File: config.mk
export PLATFORM = sky130hd
export DESIGN_NAME = npu_loop_sequencer
export DESIGN_NICKNAME = d
export VERILOG_FILES = /design/src/rtl/npu_loop_sequencer.sv
export SDC_FILE = /design/constraint.sdc
export NUM_CORES = 1
export LEC_CHECK = 0
export CORE_ASPECT_RATIO = 1.75
export CORE_MARGIN = 1
export CORE_UTILIZATION = 30
export DETAILED_ROUTE_END_ITERATION = 6
export GPL_ROUTABILITY_DRIVEN = 0
export GPL_TIMING_DRIVEN = 0
export HOLD_SLACK_MARGIN = 0.12
export PLACE_DENSITY_LB_ADDON = 0.3
export SYNTH_ARGS = -nofsm -noshare
export SYNTH_HDL_FRONTEND = slang
export SYNTH_SLANG_ARGS = --single-unit
File: constraint.sdc
create_clock -name clk -period 2.7 [get_ports clk]
set_input_delay 0.27 -clock clk [delete_from_list [all_inputs] [get_ports clk]]
set_output_delay 0.27 -clock clk [all_outputs]
set_load 0.02 [all_outputs]
File: src/rtl/npu_loop_sequencer.sv
// npu_loop_sequencer
// Walks one layer's six-level loop nest (k, l0, l1, l2, l3, l4; innermost
// first) and issues one index tuple per accepted beat.
// Optional build macro: NPU_SEQ_PERF_EN adds RUN-cycle and stall-cycle
// performance counters (perf_run_cycles, perf_stall_cycles).
//
// Handshake: a beat transfers on a rising edge where step_valid && step_ready.
// step_valid is high in every RUN cycle. While step_ready is low, step_valid
// and the index tuple hold. step_valid never depends combinationally on
// step_ready.
module npu_loop_sequencer #(
  parameter int W      = 8,
  parameter int CLOG2K = 3,
  parameter int CLOG2W = 3,
  parameter int CLOG2L = 6
) (
  input  logic              clk,
  input  logic              rst_n,
  input  logic              start,
  input  logic [CLOG2K-1:0] arv_KSI,
  input  logic [CLOG2W-1:0] arv_CKG,
  input  logic [CLOG2L-1:0] arv_L0,
  input  logic [CLOG2L-1:0] arv_L1,
  input  logic [CLOG2L-1:0] arv_L2,
  input  logic [CLOG2L-1:0] arv_L3,
  input  logic [CLOG2L-1:0] arv_L4,
  input  logic              step_ready,
  output logic              step_valid,
  output logic [CLOG2K-1:0] idx_k,
  output logic [CLOG2L-1:0] idx_l0,
  output logic [CLOG2L-1:0] idx_l1,
  output logic [CLOG2L-1:0] idx_l2,
  output logic [CLOG2L-1:0] idx_l3,
  output logic [CLOG2L-1:0] idx_l4,
  output logic              acc_first,
  output logic              acc_last,
  output logic [W-1:0]      row_en,
  output logic              busy,
  output logic              done,
  output logic [1:0]        fsm_state
`ifdef NPU_SEQ_PERF_EN
  ,
  output logic [31:0]       perf_run_cycles,
  output logic [31:0]       perf_stall_cycles
`endif
);

  typedef enum logic [1:0] {
    IDLE = 2'd0,
    LOAD = 2'd1,
    RUN  = 2'd2,
    DONE = 2'd3
  } state_t;

  localparam logic [CLOG2K-1:0] K_ONE = 1;
  localparam logic [CLOG2L-1:0] L_ONE = 1;

  state_t state, state_next;

  // Shadow copies of the layer bounds, captured on start.
  logic [CLOG2K-1:0] ksi_q;
  logic [CLOG2L-1:0] l0_q, l1_q, l2_q, l3_q, l4_q;
  logic [W-1:0]      row_en_q;
  logic [W-1:0]      row_therm;

  logic wrap_k, wrap_l0, wrap_l1, wrap_l2, wrap_l3, wrap_l4;
  logic carry_l0, carry_l1, carry_l2, carry_l3, carry_l4;
  logic last_beat, accept;

  assign accept    = (state == RUN) && step_ready;

  assign wrap_k    = (idx_k  == ksi_q);
  assign wrap_l0   = (idx_l0 == l0_q);
  assign wrap_l1   = (idx_l1 == l1_q);
  assign wrap_l2   = (idx_l2 == l2_q);
  assign wrap_l3   = (idx_l3 == l3_q);
  assign wrap_l4   = (idx_l4 == l4_q);

  // carry_lN: every level inside lN is at its bound, so lN advances.
  assign carry_l0  = wrap_k;
  assign carry_l1  = carry_l0 && wrap_l0;
  assign carry_l2  = carry_l1 && wrap_l1;
  assign carry_l3  = carry_l2 && wrap_l2;
  assign carry_l4  = carry_l3 && wrap_l3;
  assign last_beat = carry_l4 && wrap_l4;

  // Thermometer decode of the incoming CKG: bit i set when i <= CKG.
  always_comb begin
    row_therm = '0;
    for (int i = 0; i < W; i++) begin
      row_therm[i] = (i <= int'(arv_CKG));
    end
  end

  // State register.
  always_ff @(posedge clk) begin
    if (!rst_n) state <= IDLE;
    else        state <= state_next;
  end

  // Next-state logic.
  always_comb begin
    state_next = state;
    case (state)
      IDLE:    if (start) state_next = LOAD;
      LOAD:    state_next = RUN;
      RUN:     if (accept && last_beat) state_next = DONE;
      DONE:    state_next = IDLE;
      default: state_next = IDLE;
    endcase
  end

  // Bound capture, index clear and the counter nest.
  always_ff @(posedge clk) begin
    if (!rst_n) begin
      ksi_q    <= '0;
      l0_q     <= '0;
      l1_q     <= '0;
      l2_q     <= '0;
      l3_q     <= '0;
      l4_q     <= '0;
      row_en_q <= '0;
      idx_k    <= '0;
      idx_l0   <= '0;
      idx_l1   <= '0;
      idx_l2   <= '0;
      idx_l3   <= '0;
      idx_l4   <= '0;
    end else begin
      case (state)
        IDLE: begin
          if (start) begin
            ksi_q    <= arv_KSI;
            l0_q     <= arv_L0;
            l1_q     <= arv_L1;
            l2_q     <= arv_L2;
            l3_q     <= arv_L3;
            l4_q     <= arv_L4;
            row_en_q <= row_therm;
          end
        end
        LOAD: begin
          idx_k  <= '0;
          idx_l0 <= '0;
          idx_l1 <= '0;
          idx_l2 <= '0;
          idx_l3 <= '0;
          idx_l4 <= '0;
        end
        RUN: begin
          // The final beat leaves the indices at their bounds for DONE.
          if (accept && !last_beat) begin
            idx_k <= wrap_k ? '0 : idx_k + K_ONE;
            if (carry_l0) idx_l0 <= wrap_l0 ? '0 : idx_l0 + L_ONE;
            if (carry_l1) idx_l1 <= wrap_l1 ? '0 : idx_l1 + L_ONE;
            if (carry_l2) idx_l2 <= wrap_l2 ? '0 : idx_l2 + L_ONE;
            if (carry_l3) idx_l3 <= wrap_l3 ? '0 : idx_l3 + L_ONE;
            if (carry_l4) idx_l4 <= wrap_l4 ? '0 : idx_l4 + L_ONE;
          end
        end
        default: ;
      endcase
    end
  end

`ifdef NPU_SEQ_PERF_EN
  // Saturating RUN-cycle and stall-cycle counters, cleared in LOAD.
  always_ff @(posedge clk) begin
    if (!rst_n) begin
      perf_run_cycles   <= '0;
      perf_stall_cycles <= '0;
    end else if (state == LOAD) begin
      perf_run_cycles   <= '0;
      perf_stall_cycles <= '0;
    end else if (state == RUN) begin
      if (perf_run_cycles != 32'hFFFF_FFFF)
        perf_run_cycles <= perf_run_cycles + 32'd1;
      if (!step_ready && perf_stall_cycles != 32'hFFFF_FFFF)
        perf_stall_cycles <= perf_stall_cycles + 32'd1;
    end
  end
`endif

  // Outputs decode from registered state and indices only.
  assign step_valid = (state == RUN);
  assign busy       = (state == LOAD) || (state == RUN);
  assign done       = (state == DONE);
  assign acc_first  = step_valid && (idx_k == '0) && (idx_l0 == '0);
  assign acc_last   = step_valid && wrap_k && wrap_l0;
  assign row_en     = row_en_q;
  assign fsm_state  = state;

endmodule
==> impl_metrics.yaml, run 1 <==
sta:
  fin_crit_sh: 0.9677
  fin_skew_ps: 6.063
  hold_ws_ps: 462.8
  worst_pin_slew_ps: 607.2
  timing.final.ws_setup_ps: 87.20
  finalCriticalPeriod_ps: 2613
  max-slew-margin-rel: 0.5952
  hold_violations: 0
  fmax_mhz: 382.7
  setup_viol: 0
  finalMaxSlewViolations: 0
  grt_setup_unrepaired: "no"
yosys:
  yosysTopAreaCellShare: 0.3920
  synth_nets: 536
  syn_area_per_cell_sq_um: 8.019
  yosysSeqAreaShare: 0.3920
  yosys.cell_types.count: 56
  ys_async_sr_fraction: 0
  synth_ff_type: "dfxtp_1"
  synth_cells: 484
  yosys_warnings: 0
  synthTopCellsByArea: "dfxtp_1 (39%), nand2_1 (10%), xnor2_1 (5.9%)"
  ys_seq_elements: 76
  synth_edf_count: 0
  syn_area_sq_mm: 0.003881
  yosysTopAreaCell: "dfxtp_1"
drt:
  routedWlPerCell_um: 15.53
  vias_per_cell: 5.133
  first_pass_iters: 4
  ant_nets: 0
  via_count: 3870
  drc: 0
  wl_um: 11710
  drt-initial-drc-count: 216
pwr:
  pwr-share-comb: 0.416
  p_leak_nw: 1.893
  seqPwrFrac: 0.314
  power.total_mw: 4.279
  p_int_mw: 2.602
  p_switching_mw: 1.677
  switching_share: 0.3918
  power_density_mw_per_mm2: 811.2
  ir_drop_uv: 440.0
  clkPwrFrac: 0.270
cts:
  max-clock-path-buffers: 2
  holdBufCountCts: 0
  clk_pin_slew_ps: 60
  cts-root-buf: "clkbuf_16"
  clk_latency_ps: 330
  cts_tree: "yes"
  numCtsBuffers: 9
  htreeDepth: 3
  cts.sink_count: 76
die:
  die_y_um: 152.5
  initial_core_util: 0.3088
  ioPinCount: 88
  die_width_um: 87.98
  core_area_sq_mm: 0.01257
  die-area_sq_mm: 0.01341
  rows: 54
finish:
  layout.cells.non_filler: 754
  fin_util: 0.4198
  num-fill-cells: 1350
  diodes: 0
  drive_above_1_share: 0.06314
  syn2layout_area_growth_pct: 35.91
  fin_nets: 633
placed_design:
  dpl.cell_count: 739
  io_buffers: 87
  dpl_worst_slack_ps: -86.19
  dpl.hpwl_um: 9031
critical_path:
  worst-path-max-fanout: 9
  arrival_ps: 2340
  crit_type: "reg2out"
  cp-end-kind: "output port"
  startpoint_type: "flip-flop"
  required_ps: 2430
hold_path:
  hold_path.class: "reg2reg"
grt:
  grt_max_degree: 13
  overflow: 0
  antenna_found_initial: 0
  grt_usage: 0.1830
  grt_pass1_wl_um: 18910
  grt_pass1_vias: 3846
flow_run:
  drv_cap: 0
status:
  status: "finished clean"
-- repair_timing --
action / in CTS / in global routing
buffers inserted: 0 / 0
endpoints found under the setup margin: 7 / 4
pin swaps: 0 / 0
gates resized for setup: 3 / 5
endpoints found under the hold margin: 0 / 0
-- cell usage in the layout (no fill, tap or decap), types with 14 or more instances in the layout --
cell             instances
nand2_1                103
clkdlybuf4s50_1         87
dfxtp_1                 75
a21oi_1                 44
xnor2_1                 26
o21ai_0                 25
nor2_1                  23
nand3_1                 17
clkbuf_1                16
inv_1                   14
-- metal layers --
layer	track usage	share of wire	up-vias
met2	0.3344	0.55	100
met3	0.02492	0.032	24
li1	-	-	1903
met4	0.09368	0.026	0
met5	0	0	-
met1	0.1971	0.39	1843
-- cells by family after synthesis --
logic type      count (synthesis)  synth area share
simple gates                  202            0.2495
flops                          76            0.3920
buf+inv                        37           0.03997
fa+ha+maj                      12           0.03868
mux                             5           0.01290
compound gates                119            0.1905
xor+xnor                       33           0.07640
-- cells in the mapped netlist, drive strengths merged (2+ instances only) --
cell type / instances
o31a: 2
inv: 14
o31ai: 10
a311oi: 3
mux2i: 5
and3: 6
nand4: 9
o211a: 3
and2: 4
or3: 4
xor2: 6
nor3b: 2
or2: 4
ha: 12
nor2b: 3
a41oi: 5
o21ai: 25
dfxtp: 76
nor2: 25
a22oi: 2
nor3: 7
a31oi: 12
a21oi: 44
buf: 6
and4: 3
o211ai: 5
nand2b: 3
nand3: 17
nand2: 105
nor4: 3
or4: 3
xnor2: 27
clkbuf: 17
-- worst max-delay path, cell delays in order, from the launching register on --
cell and delay [ps]:
dfxtp_1 320, inv_1 160, ha_2 350, inv_1 210, nor4_1 310, clkdlybuf4s50_1 650
-- power by group through the flow --
stage                     registers [mW]  logic (mW)  clock network [mW]
after floorplan                     1.40        1.11                   0
after global placement              1.37        1.70                   0
after detailed placement            1.37        1.73                   0
after CTS                           1.35        1.75                1.18
after global routing                1.36        1.95                1.23
final                               1.34        1.78                1.16
-- final cells by class --
cell class | instances | area [sq um] | share of cell area
multi-input cells | 371 | 2231 | 0.4229
flip-flops and latches | 76 | 1523 | 0.2887
repair buffers | 87 | 870.8 | 0.1651
clock buffers | 12 | 266.5 | 0.05052
well taps | 168 | 210.2 | 0.03985
plain buffers | 22 | 98.84 | 0.01874
inverters | 14 | 52.55 | 0.009962
clock inverters | 4 | 22.52 | 0.004269
-- registers in the layout, summed over array words and instances, names as in the netlist, 6 cells and up --
signal	cells
l4_q	6
l0_q	6
idx_l3	6
idx_l4	6
idx_l0	6
l3_q	6
idx_l2	6
idx_l1	6
l2_q	6
row_en	8
l1_q	6
-- per-stage QoR --
| step | setup TNS [ps] | cell area (sq um) |
|---|---|---|
| after floorplan | 0 | 3881 |
| after global placement | -3.741 | 4962 |
| after detailed placement | -243.4 | 4962 |
| after CTS | 0 | 5259 |
| after global routing | 0 | 5275 |
| final | 0 | 5275 |
-- worst paths after layout --
check                                   from        end  slack (ps)  depth (start not counted)
worst max-delay path            fsm_state[0]  acc_first          90                          5
worst min-delay path               row_en[4]  row_en[4]         460                          2
worst max register to register  fsm_state[1]  idx_l2[2]         230                          8
worst min register to register     row_en[4]  row_en[4]         460                          2
Power figures use the tool's default switching activity.
==> run 2, diff against run 1 <==
--- a/config.mk
+++ b/config.mk
@@ -8,6 +8,7 @@
 export CORE_ASPECT_RATIO = 1.75
 export CORE_MARGIN = 1
 export CORE_UTILIZATION = 30
+export CTS_CLUSTER_SIZE = 8
 export DETAILED_ROUTE_END_ITERATION = 6
 export GPL_ROUTABILITY_DRIVEN = 0
 export GPL_TIMING_DRIVEN = 0
==> results of run 2 <==
The final DEF is identical to that of run 1; final timing and power are the same.
